File: src/rtl/lc3_pkg.sv
// rtl/lc3_pkg.sv - LC-3 opcode constants and decoded-control type shared by the pipeline
package lc3_pkg;

   localparam logic [3:0] OP_ADD  = 4'b0001;
   localparam logic [3:0] OP_AND  = 4'b0101;
   localparam logic [3:0] OP_NOT  = 4'b1001;
   localparam logic [3:0] OP_LD   = 4'b0010;
   localparam logic [3:0] OP_LDI  = 4'b1010;
   localparam logic [3:0] OP_LDR  = 4'b0110;
   localparam logic [3:0] OP_LEA  = 4'b1110;
   localparam logic [3:0] OP_ST   = 4'b0011;
   localparam logic [3:0] OP_STI  = 4'b1011;
   localparam logic [3:0] OP_STR  = 4'b0111;
   localparam logic [3:0] OP_JMP  = 4'b1100;
   localparam logic [3:0] OP_JSR  = 4'b0100;
   localparam logic [3:0] OP_TRAP = 4'b1111;

   // Link register written by JSR/JSRR/TRAP
   localparam logic [2:0] R7 = 3'd7;

   typedef struct packed {
      logic [2:0] dr;
      logic       ld_reg;
      logic       use1;
      logic       use2;
   } lc3_ctrl_t;

endpackage

File: src/rtl/lc3_decode_stage_if.sv
// rtl/lc3_decode_stage_if.sv - fetch, register-file, writeback and execute signals of the decode stage
interface lc3_decode_stage_if;

   logic        if_valid;
   logic [15:0] if_ir;
   logic [15:0] if_npc;
   logic        de_ready;

   logic [2:0]  sr1;
   logic [2:0]  sr2;
   logic [15:0] sr1_data;
   logic [15:0] sr2_data;

   logic        wb_ld;
   logic [2:0]  wb_dr;
   logic [15:0] wb_data;

   logic        flush;
   logic        ex_ready;
   logic        ex_valid;
   logic [15:0] ex_ir;
   logic [15:0] ex_npc;
   logic [15:0] ex_sr1_val;
   logic [15:0] ex_sr2_val;
   logic [2:0]  ex_dr;
   logic        ex_ld_reg;

   // Decode stage view
   modport slave (
      input  if_valid, if_ir, if_npc, sr1_data, sr2_data,
      input  wb_ld, wb_dr, wb_data, flush, ex_ready,
      output de_ready, sr1, sr2,
      output ex_valid, ex_ir, ex_npc, ex_sr1_val, ex_sr2_val, ex_dr, ex_ld_reg
   );

   // Surrounding pipeline view
   modport master (
      output if_valid, if_ir, if_npc, sr1_data, sr2_data,
      output wb_ld, wb_dr, wb_data, flush, ex_ready,
      input  de_ready, sr1, sr2,
      input  ex_valid, ex_ir, ex_npc, ex_sr1_val, ex_sr2_val, ex_dr, ex_ld_reg
   );

endinterface

File: src/rtl/lc3_scoreboard.sv
// rtl/lc3_scoreboard.sv - per-register busy bits for writes issued but not yet written back
module lc3_scoreboard (
   input  logic       clk,
   input  logic       reset,
   input  logic       set_en,
   input  logic [2:0] set_idx,
   input  logic       clr_en,
   input  logic [2:0] clr_idx,
   input  logic       kill_en,
   input  logic [2:0] kill_idx,
   input  logic [2:0] q1_idx,
   input  logic [2:0] q2_idx,
   output logic       busy1,
   output logic       busy2
);

   logic [7:0] busy_q;
   logic [7:0] busy_d;

   // Clears applied first so a same-cycle set on the same register wins
   always_comb begin
      busy_d = busy_q;
      if (clr_en)  busy_d[clr_idx]  = 1'b0;
      if (kill_en) busy_d[kill_idx] = 1'b0;
      if (set_en)  busy_d[set_idx]  = 1'b1;
   end

   // Busy-bit state
   always_ff @(posedge clk or posedge reset) begin
      if (reset) busy_q <= 8'h00;
      else       busy_q <= busy_d;
   end

   assign busy1 = busy_q[q1_idx];
   assign busy2 = busy_q[q2_idx];

endmodule

File: src/rtl/lc3_decode_stage.sv
// rtl/lc3_decode_stage.sv - LC-3 decode/operand-fetch stage with scoreboard, bypass and ex handshake
import lc3_pkg::*;

module lc3_decode_stage (
   input logic               clk,
   input logic               reset,
   lc3_decode_stage_if.slave bus
);

   logic [3:0]  opcode;
   logic [2:0]  sr1_sel;
   logic [2:0]  sr2_sel;
   lc3_ctrl_t   ctrl;
   logic        byp1;
   logic        byp2;
   logic [15:0] sr1_val;
   logic [15:0] sr2_val;
   logic        busy1;
   logic        busy2;
   logic        hazard;
   logic        de_ready;
   logic        issue;

   logic        ex_valid_q,   ex_valid_d;
   logic [15:0] ex_ir_q,      ex_ir_d;
   logic [15:0] ex_npc_q,     ex_npc_d;
   logic [15:0] ex_sr1_val_q, ex_sr1_val_d;
   logic [15:0] ex_sr2_val_q, ex_sr2_val_d;
   logic [2:0]  ex_dr_q,      ex_dr_d;
   logic        ex_ld_reg_q,  ex_ld_reg_d;

   // Register-file addresses and decoded controls from the fetched word
   always_comb begin
      opcode  = bus.if_ir[15:12];
      sr1_sel = (opcode == OP_ST || opcode == OP_STI) ? bus.if_ir[11:9] : bus.if_ir[8:6];
      sr2_sel = (opcode == OP_STR) ? bus.if_ir[11:9] : bus.if_ir[2:0];
      ctrl    = '0;
      case (opcode)
         OP_ADD, OP_AND: begin
            ctrl.dr     = bus.if_ir[11:9];
            ctrl.ld_reg = 1'b1;
            ctrl.use1   = 1'b1;
            ctrl.use2   = ~bus.if_ir[5];
         end
         OP_NOT, OP_LDR: begin
            ctrl.dr     = bus.if_ir[11:9];
            ctrl.ld_reg = 1'b1;
            ctrl.use1   = 1'b1;
         end
         OP_LD, OP_LDI, OP_LEA: begin
            ctrl.dr     = bus.if_ir[11:9];
            ctrl.ld_reg = 1'b1;
         end
         OP_ST, OP_STI, OP_JMP: begin
            ctrl.use1   = 1'b1;
         end
         OP_STR: begin
            ctrl.use1   = 1'b1;
            ctrl.use2   = 1'b1;
         end
         OP_JSR: begin
            ctrl.dr     = R7;
            ctrl.ld_reg = 1'b1;
            ctrl.use1   = ~bus.if_ir[11];
         end
         OP_TRAP: begin
            ctrl.dr     = R7;
            ctrl.ld_reg = 1'b1;
         end
         default: ;
      endcase
   end

   // Writeback bypass, hazard detection and the accept decision
   always_comb begin
      byp1     = bus.wb_ld && (bus.wb_dr == sr1_sel);
      byp2     = bus.wb_ld && (bus.wb_dr == sr2_sel);
      sr1_val  = byp1 ? bus.wb_data : bus.sr1_data;
      sr2_val  = byp2 ? bus.wb_data : bus.sr2_data;
      hazard   = (ctrl.use1 && busy1 && !byp1) || (ctrl.use2 && busy2 && !byp2);
      de_ready = (!ex_valid_q || bus.ex_ready) && !hazard && !bus.flush;
      issue    = bus.if_valid && de_ready;
   end

   // Next ex_* contents: load on issue, drop when consumed or flushed, else hold
   always_comb begin
      ex_valid_d   = ex_valid_q;
      ex_ir_d      = ex_ir_q;
      ex_npc_d     = ex_npc_q;
      ex_sr1_val_d = ex_sr1_val_q;
      ex_sr2_val_d = ex_sr2_val_q;
      ex_dr_d      = ex_dr_q;
      ex_ld_reg_d  = ex_ld_reg_q;
      if (issue) begin
         ex_valid_d   = 1'b1;
         ex_ir_d      = bus.if_ir;
         ex_npc_d     = bus.if_npc;
         ex_sr1_val_d = sr1_val;
         ex_sr2_val_d = sr2_val;
         ex_dr_d      = ctrl.dr;
         ex_ld_reg_d  = ctrl.ld_reg;
      end else if (bus.flush || bus.ex_ready) begin
         ex_valid_d   = 1'b0;
      end
   end

   // Execute-side pipeline register
   always_ff @(posedge clk or posedge reset) begin
      if (reset) begin
         ex_valid_q   <= 1'b0;
         ex_ir_q      <= 16'h0000;
         ex_npc_q     <= 16'h0000;
         ex_sr1_val_q <= 16'h0000;
         ex_sr2_val_q <= 16'h0000;
         ex_dr_q      <= 3'd0;
         ex_ld_reg_q  <= 1'b0;
      end else begin
         ex_valid_q   <= ex_valid_d;
         ex_ir_q      <= ex_ir_d;
         ex_npc_q     <= ex_npc_d;
         ex_sr1_val_q <= ex_sr1_val_d;
         ex_sr2_val_q <= ex_sr2_val_d;
         ex_dr_q      <= ex_dr_d;
         ex_ld_reg_q  <= ex_ld_reg_d;
      end
   end

   // A flushed instruction in ex will never write back, so release its register
   lc3_scoreboard u_sb (
      .clk      (clk),
      .reset    (reset),
      .set_en   (issue && ctrl.ld_reg),
      .set_idx  (ctrl.dr),
      .clr_en   (bus.wb_ld),
      .clr_idx  (bus.wb_dr),
      .kill_en  (bus.flush && ex_valid_q && ex_ld_reg_q),
      .kill_idx (ex_dr_q),
      .q1_idx   (sr1_sel),
      .q2_idx   (sr2_sel),
      .busy1    (busy1),
      .busy2    (busy2)
   );

   assign bus.sr1        = sr1_sel;
   assign bus.sr2        = sr2_sel;
   assign bus.de_ready   = de_ready;
   assign bus.ex_valid   = ex_valid_q;
   assign bus.ex_ir      = ex_ir_q;
   assign bus.ex_npc     = ex_npc_q;
   assign bus.ex_sr1_val = ex_sr1_val_q;
   assign bus.ex_sr2_val = ex_sr2_val_q;
   assign bus.ex_dr      = ex_dr_q;
   assign bus.ex_ld_reg  = ex_ld_reg_q;

endmodule

File: src/flat_wrapper.sv
// flat-port wrapper written by rule: the top's interface ports become plain ports
module lc3_decode_stage_flat 
  (clk, reset, bus_if_valid, bus_if_ir, bus_if_npc, bus_sr1_data, bus_sr2_data, bus_wb_ld, bus_wb_dr, bus_wb_data, bus_flush, bus_ex_ready, bus_de_ready, bus_sr1, bus_sr2, bus_ex_valid, bus_ex_ir, bus_ex_npc, bus_ex_sr1_val, bus_ex_sr2_val, bus_ex_dr, bus_ex_ld_reg);
  lc3_decode_stage_if bus_i ();
  input logic clk;
  input logic reset;
  input wire logic [$bits(bus_i.if_valid)-1:0] bus_if_valid;
  input wire logic [$bits(bus_i.if_ir)-1:0] bus_if_ir;
  input wire logic [$bits(bus_i.if_npc)-1:0] bus_if_npc;
  input wire logic [$bits(bus_i.sr1_data)-1:0] bus_sr1_data;
  input wire logic [$bits(bus_i.sr2_data)-1:0] bus_sr2_data;
  input wire logic [$bits(bus_i.wb_ld)-1:0] bus_wb_ld;
  input wire logic [$bits(bus_i.wb_dr)-1:0] bus_wb_dr;
  input wire logic [$bits(bus_i.wb_data)-1:0] bus_wb_data;
  input wire logic [$bits(bus_i.flush)-1:0] bus_flush;
  input wire logic [$bits(bus_i.ex_ready)-1:0] bus_ex_ready;
  output wire logic [$bits(bus_i.de_ready)-1:0] bus_de_ready;
  output wire logic [$bits(bus_i.sr1)-1:0] bus_sr1;
  output wire logic [$bits(bus_i.sr2)-1:0] bus_sr2;
  output wire logic [$bits(bus_i.ex_valid)-1:0] bus_ex_valid;
  output wire logic [$bits(bus_i.ex_ir)-1:0] bus_ex_ir;
  output wire logic [$bits(bus_i.ex_npc)-1:0] bus_ex_npc;
  output wire logic [$bits(bus_i.ex_sr1_val)-1:0] bus_ex_sr1_val;
  output wire logic [$bits(bus_i.ex_sr2_val)-1:0] bus_ex_sr2_val;
  output wire logic [$bits(bus_i.ex_dr)-1:0] bus_ex_dr;
  output wire logic [$bits(bus_i.ex_ld_reg)-1:0] bus_ex_ld_reg;
  assign bus_i.if_valid = bus_if_valid;
  assign bus_i.if_ir = bus_if_ir;
  assign bus_i.if_npc = bus_if_npc;
  assign bus_i.sr1_data = bus_sr1_data;
  assign bus_i.sr2_data = bus_sr2_data;
  assign bus_i.wb_ld = bus_wb_ld;
  assign bus_i.wb_dr = bus_wb_dr;
  assign bus_i.wb_data = bus_wb_data;
  assign bus_i.flush = bus_flush;
  assign bus_i.ex_ready = bus_ex_ready;
  assign bus_de_ready = bus_i.de_ready;
  assign bus_sr1 = bus_i.sr1;
  assign bus_sr2 = bus_i.sr2;
  assign bus_ex_valid = bus_i.ex_valid;
  assign bus_ex_ir = bus_i.ex_ir;
  assign bus_ex_npc = bus_i.ex_npc;
  assign bus_ex_sr1_val = bus_i.ex_sr1_val;
  assign bus_ex_sr2_val = bus_i.ex_sr2_val;
  assign bus_ex_dr = bus_i.ex_dr;
  assign bus_ex_ld_reg = bus_i.ex_ld_reg;
  lc3_decode_stage u_core (.clk(clk), .reset(reset), .bus(bus_i));
endmodule
File: config.mk
export PLATFORM = sky130hd
export DESIGN_NAME = lc3_decode_stage_flat
export DESIGN_NICKNAME = d
export VERILOG_FILES = /design/src/rtl/lc3_pkg.sv /design/src/rtl/lc3_decode_stage_if.sv /design/src/rtl/lc3_scoreboard.sv /design/src/rtl/lc3_decode_stage.sv /design/src/flat_wrapper.sv
export SDC_FILE = /design/constraint.sdc
export NUM_CORES = 1
export LEC_CHECK = 0
export ABC_AREA = 1
export CORE_UTILIZATION = 44
export DETAILED_ROUTE_END_ITERATION = 7
export GPL_TIMING_DRIVEN = 0
export PLACE_DENSITY_LB_ADDON = 0.3
export SKIP_CTS_REPAIR_TIMING = 1
export SLEW_MARGIN = 40
export SYNTH_ARGS = -nofsm -noshare
export SYNTH_HDL_FRONTEND = slang
export SYNTH_SLANG_ARGS = --single-unit
File: constraint.sdc
create_clock -name clk -period 2.95 [get_ports clk]
set_input_delay 0.4425 -clock clk [delete_from_list [all_inputs] [get_ports clk]]
set_output_delay 0.4425 -clock clk [all_outputs]
set_load 0.02 [all_outputs]
==> results.yml, run 1 <==
finish:
  area_growth_pct: 49.8
  final_common_cell: "clkdlybuf4s50_1"
  multi_input_area_um2: 1850
  fin_nets: 807
  num-fill-cells: 744
  diodes: 0
  stdcell_area_um2: 6160
  drive_gt1_share_pct: 11.9
  final_cell_mix: "clkdlybuf4s50_1, nand2_1, dfrtp_1"
  regArea_um2: 1930
timing:
  timing.fmax_mhz: 362
  slew_headroom_pct: 63.1
  hold_violations: 0
  hold_ws_ns: 0.458
  fin_crit_sh_pct: 93.6
  setup_viol: 0
  slew_viol_final: 0
  clock_skew_ns: 0.00944
  layout_min_cycle_time_ns: 2.76
  tightest_slew_ns: 0.553
route:
  highest_layer: "met4"
  routed_wl_um: 13200
  via_count: 4376
  first_pass_iters: 4
  drcViolationCount: 0
  ant_nets: 0
  via_per_inst: 5.27
  wl_per_cell_um: 15.9
  wl_met3_um: 1100
  wl_met1_um: 5610
  drt-initial-drc-count: 279
  wl_met2_um: 6170
global_route:
  antenna_found_initial: 0
  grt_pass1_vias: 4200
  grt-ovfl-total: 0
  grt_pass1_wl_um: 21400
  grt_use_total_pct: 28.0
  grt_max_degree: 41
logic_synthesis:
  synth_area_per_cell_um2: 7.63
  postSynthCellCount: 539
  synth_top_flop_cell: "dfrtp_1"
  synth_nets: 628
  ys_seq_area_share_pct: 46.8
  synth-warning-count: 0
  synth_edf_count: 0
  async_reset_ff_share_pct: 100
  synth_xor_area_share_pct: 0
  syn_area_um2: 4110
  synth-simple-area-share_pct: 29.7
  synth_fa_ha_area_share_pct: 0
  synth_compound_area_share_pct: 15.0
  synthMuxAreaShare_pct: 0
  synth_top_family_by_area: "simple AND/OR/NAND/NOR gates"
  synth.distinct_cells: 25
  synth_seq_cells: 77
pwr:
  pwr-share-seq_pct: 39.1
  p_comb_share_pct: 39.3
  pwr-share-clk_pct: 21.6
  power_density_nw_per_um2: 607
  p_switching_uw: 1340
  p_int_uw: 2400
  leakagePower_uw: 0.00297
  switching_share_pct: 35.9
  ir_worst_vdd_uv: 355
critical_path:
  critical_path.max_fanout: 10
  critPathKind: "input pin to primary output"
  arrival_ns: 2.32
  start_kind: "input pin"
  worstPathRequired_ns: 2.51
  worst_setup_path_end_kind: "primary output"
floorplan:
  die_area_um2: 9740
  rows: 34
  die_h_um: 98.7
  die_w_um: 98.7
  initial_utilization_pct: 46.3
  coreArea_um2: 8890
  ios: 165
clock_tree:
  cts_tree: "done"
  clkSinkCount: 77
  cts_buffers: 9
  clockBufferDepth: 2
  ctsHtreeMaxLevel: 3
  clk_pin_slew_worst_paths_ns: 0.08
  root_buffer: "clkbuf_8"
  insertion_delay_ns: 0.34
placed_design:
  place_area_um2: 5920
  dp_hpwl_um: 10100
  gp_congestion: 0.937
  port_buffers: 164
job:
  cap_violations: 0
worst_hold_path:
  hold_class: "input pin to async pin"
status:
  outcome: "complete, no violations"
==> final timing paths <==
| path | startpoint | to | slack (ns) | cells past startpoint |
|---|---|---|---|---|
| setup / recovery | bus_if_ir[13] | bus_de_ready | 0.19 | 15 |
| hold / removal | reset | u_core.bus.ex_npc[13]$_DFFE_PP0P_ | 0.46 | 2 |
| setup reg to reg | u_core.u_sb.busy_q[0]$_DFF_PP0_ | u_core.bus.ex_sr1_val[11]$_DFFE_PP0P_ | 1.23 | 12 |
| hold reg to reg | u_core.bus.ex_npc[1]$_DFFE_PP0P_ | u_core.bus.ex_npc[1]$_DFFE_PP0P_ | 0.47 | 2 |
| max in group asynchronous | reset | u_core.bus.ex_npc[6]$_DFFE_PP0P_ | 1.96 | 3 |
| min in group clk | u_core.bus.ex_npc[1]$_DFFE_PP0P_ | u_core.bus.ex_npc[1]$_DFFE_PP0P_ | 0.47 | 2 |
==> Yosys cell counts, drive strengths merged, types with 2 or more instances <==
cell type    n  area, um^2
nand4        9        56.3
buf         15         119
nor2        54         203
clkbuf      10        38.8
nand2      174         696
o221ai       8        70.1
inv         50         188
dfrtp       77        1930
nor3         2        10.0
nand3       47         253
o21ai       53         348
a21oi       37         185
==> metal layers <==
metal	GRT usage, %	vias up
met4	10.3	0
met3	6.67	25
li1	-	2109
met5	0	-
met1	36.8	2037
met2	45.2	205
==> cell type report <==
class | count | share of cell area, %
tap | 108 | 2.19
clock inverter | 6 | 1.02
buffer | 25 | 2.66
clock buffer | 10 | 2.23
sequential | 77 | 31.3
inverter | 50 | 3.13
multi-input combinational | 387 | 30.1
timing repair buffer | 168 | 27.4
==> per-stage QoR <==
stage | std cells | utilization, % | setup slack (ns) | total power [uW] | setup TNS (ns)
after floorplan | 539 | - | 0.541 | 2190 | 0
after global placement | 811 | 66.3 | -0.737 | 2900 | -56.97
after detailed placement | 812 | 66.5 | -0.774 | 2940 | -0.802
after CTS | 828 | 68.8 | -0.784 | 3750 | -0.784
after global routing | 831 | 69.3 | -0.00399 | 3940 | -0.00399
final | 831 | 69.3 | 0.189 | 3740 | 0
==> power by group through the flow <==
stage          Sequential [uW]  Combinational, uW  Clock [uW]
2_1_floorplan             1720                467           0
3_3_place_gp              1470               1440           0
3_5_place_dp              1480               1460           0
4_1_cts                   1460               1470         816
5_1_grt                   1490               1590         860
6_report                  1460               1470         809
==> critical path: stages <==
cell and delay [ns]:
dlymetal6s2s_1 0.21, nand2_2 0.13, inv_2 0.04, nand2_1 0.10, buf_6 0.15, nand2_1 0.09, nand2_2 0.11, nand2_1 0.07
a21oi_1 0.18, nand2_2 0.14, nand2_1 0.11, nor2_2 0.06, nor2_4 0.14, buf_6 0.15, clkbuf_2 0.17
==> cell families (layout without fill, tap and decap cells) <==
logic type	Yosys count	count (layout)
buffers and inverters	75	259
and+or+nand+nor	287	287
DFF	77	77
AOI/OAI and AO/OA	100	100
No activity file was read; power rests on OpenSTA's default activity.
==> run 2, diff against run 1 <==
--- a/config.mk
+++ b/config.mk
@@ -6,8 +6,11 @@
 export NUM_CORES = 1
 export LEC_CHECK = 0
 export ABC_AREA = 1
-export CORE_UTILIZATION = 44
+export ABC_CLOCK_PERIOD_IN_PS = 2950
+export CORE_UTILIZATION = 45
+export CTS_CLUSTER_SIZE = 25
 export DETAILED_ROUTE_END_ITERATION = 7
+export DONT_BUFFER_PORTS = 1
 export GPL_TIMING_DRIVEN = 0
 export PLACE_DENSITY_LB_ADDON = 0.3
 export SKIP_CTS_REPAIR_TIMING = 1
==> results.yml, run 2 (synthesis gave the netlist of run 1 again) <==
worst_hold_path:
  hold_class: "input pin to flip-flop"
critical_path:
  start_kind: "input pin"
  arrival_ns: 2.28
  startpoint: "bus_if_ir[14]"
  worst-path-stages: 12
  critPathKind: "input pin to primary output"
  worstPathRequired_ns: 2.51
  worstRegToRegCells: 12
  critPathTopFamily: "simple AND/OR/NAND/NOR gates"
  reg2reg_slack_ns: 1.16
  worst_setup_path_end_kind: "primary output"
  crit_slowest_cell: "o21ai_1"
  critical_path.max_fanout: 10
  r2r-end: "u_core.u_sb.busy_q[7]$_DFF_PP0_"
  r2r_start: "u_core.u_sb.busy_q[6]$_DFF_PP0_"
  path_cells: "inv_1, nor2_1, nand2_1, buf_6, o21ai_1, nand3_1, nand2_1, nand2_1, nand2_1, nor2_1, nor2_1, buf_2"
  slowest_delay_ns: 0.48
  path_buf_inv: 3
  crit_end: "bus_de_ready"
  cp_common_cell: "nand2_1"
route:
  routed_wl_um: 11300
  first_pass_iters: 6
  drt-initial-drc-count: 242
  ant_nets: 0
  via_count: 3671
  via_per_inst: 5.54
  drcViolationCount: 26
  wl_per_cell_um: 17.1
clock_tree:
  clk_pin_slew_worst_paths_ns: 0.07
  insertion_delay_ns: 0.35
  ctsHtreeMaxLevel: 3
  root_buffer: "clkbuf_8"
  clkSinkCount: 77
  clockBufferDepth: 2
  cts_buffers: 9
  cts_tree: "done"
timing:
  fin_crit_sh_pct: 92.3
  tns_ns: 0
  setup_viol: 0
  slew_viol_final: 0
  worst_slack_ns: 0.226
  layout_min_cycle_time_ns: 2.72
  timing.fmax_mhz: 367
  rsz0062_at_grt: "no"
  hold_violations: 0
  clock_skew_ns: 0.00936
  tightest_slew_ns: 0.602
  hold_ws_ns: 0.200
  slew_headroom_pct: 59.6
status:
  outcome: "complete, but fails checks"
  violations: "design-rule violations"
pwr:
  p_int_uw: 2150
  power_density_nw_per_um2: 741
  pwr-share-seq_pct: 52.8
  pwr-share-clk_pct: 30.0
  p_switching_uw: 1220
  p_comb_share_pct: 17.1
  ir_worst_vdd_uv: 348
  leakagePower_uw: 0.00232
  switching_share_pct: 36.2
floorplan:
  die_h_um: 97.6
  rows: 34
  die_w_um: 97.6
  ios: 165
  coreArea_um2: 8810
  die_area_um2: 9530
  initial_utilization_pct: 46.7
job:
  cap_violations: 0
placed_design:
  port_buffers: 0
  gp_congestion: 0.985
  dpl_worst_slack_ns: 0.258
  dp_hpwl_um: 8820
  place_area_um2: 4280
global_route:
  grt_use_total_pct: 24.6
  grt-ovfl-total: 0
  antenna_found_initial: 0
  grt_pass1_vias: 3643
  grt_max_degree: 47
  grt_pass1_wl_um: 18300
finish:
  finish.utilization_pct: 51.6
  fin_nets: 641
  drive_gt1_share_pct: 13.5
  area_growth_pct: 10.4
  num-fill-cells: 894
  diodes: 0
  stdcell_area_um2: 4540
  final_cell_mix: "nand2_1, dfrtp_1, nor2_1"
  final_common_cell: "nand2_1"
-- run 2: cell types whose count changed in the layout (fill, tap and decap cells not counted), moves of 3 or more --
cell	delta
clkinvlp_4	-3
clkdlybuf4s50_1	-158
dlymetal6s2s_1	-5
buf_4	-3
bufinv_16	+3
-- run 2: final cells by class --
type / count / area (um^2) / share of cell area (%)
buffer: 25 / 158 / 3.47
sequential: 77 / 1930 / 42.4
multi-input combinational: 387 / 1840 / 40.6
clock buffer: 9 / 124 / 2.73
inverter: 50 / 193 / 4.24
clock inverter: 5 / 125 / 2.76
timing repair buffer: 2 / 37.5 / 0.827
tap: 108 / 135 / 2.98
-- run 2: stage by stage --
stage	cells	total power, uW
floorplan	539	2190
global placement	647	2340
detailed placement	648	2370
CTS	662	3380
global route	663	3540
finish	663	3360
-- run 2: worst min path at each step --
stage,start,endpoint,slack (ns),cells after the start
floorplan,u_core.u_sb.busy_q[1]$_DFF_PP0_,u_core.u_sb.busy_q[1]$_DFF_PP0_,0.52,2
CTS,reset,u_core.bus.ex_npc[10]$_DFFE_PP0P_,-0.09,1
finish,bus_flush,u_core.bus.ex_valid$_DFFE_PP0P_,0.20,1
detailed placement,reset,u_core.bus.ex_npc[10]$_DFFE_PP0P_,0.30,1
global placement,bus_flush,u_core.bus.ex_valid$_DFFE_PP0P_,0.55,1
global route,bus_flush,u_core.bus.ex_valid$_DFFE_PP0P_,0.19,1
-- run 2: layer usage --
| layer | vias to the layer above | part of all wire, % | GRT usage, % |
|---|---|---|---|
| met2 | 176 | 45 | 38.0 |
| met5 | - | 0 | 0 |
| met1 | 1701 | 44 | 32.5 |
| met4 | 0 | 2.2 | 10.5 |
| met3 | 22 | 8.5 | 6.62 |
| li1 | 1772 | - | - |
-- run 2: power groups by stage --
stage	Sequential, uW	Combinational (uW)	Clock, uW
finish	1780	576	1010
global route	1800	665	1070
CTS	1780	578	1030
detailed placement	1790	580	0
global placement	1790	552	0
floorplan	1720	467	0
==> RTL change, RTL diff (flow settings as in run 2) <==
Reset style: synchronous (`reset`), changed in 2 clocked blocks.
--- a/src/rtl/lc3_scoreboard.sv
+++ b/src/rtl/lc3_scoreboard.sv
@@ -26,7 +26,7 @@
    end
 
    // Busy-bit state
-   always_ff @(posedge clk or posedge reset) begin
+   always_ff @(posedge clk) begin
       if (reset) busy_q <= 8'h00;
       else       busy_q <= busy_d;
    end
--- a/src/rtl/lc3_decode_stage.sv
+++ b/src/rtl/lc3_decode_stage.sv
@@ -105,7 +105,7 @@
    end
 
    // Execute-side pipeline register
-   always_ff @(posedge clk or posedge reset) begin
+   always_ff @(posedge clk) begin
       if (reset) begin
          ex_valid_q   <= 1'b0;
          ex_ir_q      <= 16'h0000;
Behaviour: differs if reset is asserted again (counterexample within 4 cycles, from zero or initial values and one cycle with reset high); with reset held inactive, the same outputs for 4 cycles.
==> RTL change against run 2 <==
Synthesized area decreased by 4.6%; global-route usage increased by 2.7 points; worst setup slack improved by 30 ps; sequential cell count unchanged; synthesized cell count increased by 11%; worst hold slack improved by 51 ps; critical endpoint unchanged; total power decreased by 29%; largest cell class is now multi-input combinational cells; non-clock buffer count increased by 13; die area decreased by 4.5%; design area decreased by 6.3%; routed wire length increased by 9.5%; combinational power decreased by 35%; maximum frequency increased by 1.1%.
==> RTL change: results (changes against run 2) <==
Placement
  • Post-Place Worst Slack: 255 ps (-3.47 ps)
  • Area after DPL: 0.00406 sq mm (-5.3%)
  • Final GP Congestion: 0.949 (-3.7%)
  • PortBufs: 0 (unchanged)
  • HPWL Detailed: 9.64 mm (+9.2%)

Detailed routing
  • Vias/cell: 5.67 (+2.4%)
  • Metal2 WL: 5.99 mm (+18%)
  • WL met1: 5.10 mm (+1.2%)
  • 1st-pass router iterations: 4 (-2)
  • DR iter-0 viols: 270 (+12%)
  • DR WL/cell: 17.3 microns (+0.99%)
  • Routed wl met3: 1.10 mm (+15%)

Critical path
  • Setup slack, reg-to-reg: 1160 ps (about the same)
  • Delay-heaviest family, CP: simple AND/OR/NAND/NOR gates
  • Critical path origin: bus_if_ir[13]
  • Critical path data arrival time: 2250 ps (-30 ps)
  • FF-to-FF path depth: 14 (+2)
  • R2R Path Start: u_core.u_sb.busy_q[2]
  • Capturing point of the worst reg2reg path: u_core.bus.ex_sr2_val[1]

STA
  • Final worst slack: 256 ps (+29.9 ps)
  • Clock Skew: 7.88 ps (-1.48 ps)
  • Worst-Margin Slew: 588 ps (-13.2 ps)
  • Final hold slack: 251 ps (+50.6 ps)

Layout
  • Share of layout cells above drive strength 1: 7.17% (-6.3 points)
  • Fin nets: 698 (+8.9%)
  • Non-filler cells, final: 719 (+8.4%)
  • Antenna diode count: 0 (unchanged)
  • Fill count: 862 (-3.6%)

Logic synthesis
  • Synth Instances: 598 (+11%)
  • Post-synth top cells: 172 x nand2_1, 92 x nand3_1, 80 x a21oi_1, 77 x dfxtp_1, 42 x inv_1
  • Post-synth cell types: 26 (+4.0%)
  • Register area share after synthesis: 39.3% (-7.6 points)
  • Syn Nets: 687 (+9.4%)
  • Synth Area in Compound Gates: 17.0% (+2.0 points)
  • Primary FF master, synth: dfxtp_1
  • Syn. warnings: 0 (unchanged)
  • Async SR Flop Fraction: 0% (-100 points)
  • XOR/XNOR share of the synthesized area: 0% (unchanged)
  • Top cells by area, synth: dfxtp_1 39%, nand2_1 16%, nand3_1 12%, a21oi_1 10%, o21ai_0 4.7%

Min path
  • HP Start: bus_if_npc[2]
  • Hold path depth: 2 (+1)
  • Hold Crit Class: in2reg
  • WHS Endpoint: u_core.bus.ex_npc[2]

Global routing
  • Total GRT Usage: 27.3% (+2.7 points)
  • Global-route wire length before repair: 18.8 mm (+2.8%)
  • Met2 Use GR: 46.6% (+8.6 points)
  • GR Util met1: 33.9% (+1.4 points)
  • Vias in the first global route: 3771 (+3.5%)
  • Largest net degree at the start of global routing: 14 (-70%)
  • Met3 usage: 6.86% (+0.24 points)

Pwr
  • Internal: 1.62 mW (-24%)
  • Pwr dens: 560 mW/mm^2 (-24%)
  • Static Leak: 1.72 nW (-26%)
  • Peak VDD IR: 0.330 mV (-5.1%)

Clock network
  • Clock buffer depth: 2 (unchanged)

Outcome
  • Status: finished, final reports clean
[RTL change: cell count changes after synthesis, sizes merged, moves of 2 or more]
cell and change:
a21oi +43, buf +2, clkbuf +13, dfrtp -77
dfxtp +77, inv -5, nand2 +3, nand3 +46
nand4 +4, nor2 -31, o21ai -12, o221ai -4
[RTL change: cell families after synthesis]
| kind of cell | Yosys count |
|---|---|
| DFF | 77 |
| and+or+nand+nor | 308 |
| AOI/OAI and AO/OA | 128 |
| buffers and inverters | 85 |
[RTL change: cell type report]
cell class,count,area [sq um],share of cell area [%]
multi-input cells,436,2010,47.3
flip-flops and latches,77,1540,36.2
plain buffers,40,203,4.76
inverters,45,169,3.97
clock buffers,10,138,3.23
well taps,105,131,3.09
clock inverters,6,61.3,1.44
[RTL change: power by group through the flow]
stage                     logic [mW]  clock network, mW  registers, mW
after floorplan                0.289                  0           1.21
after global placement         0.361                  0           1.22
after detailed placement       0.369                  0           1.22
after CTS                      0.371              0.819           1.20
after global routing           0.422              0.868           1.20
final                          0.375              0.810           1.20
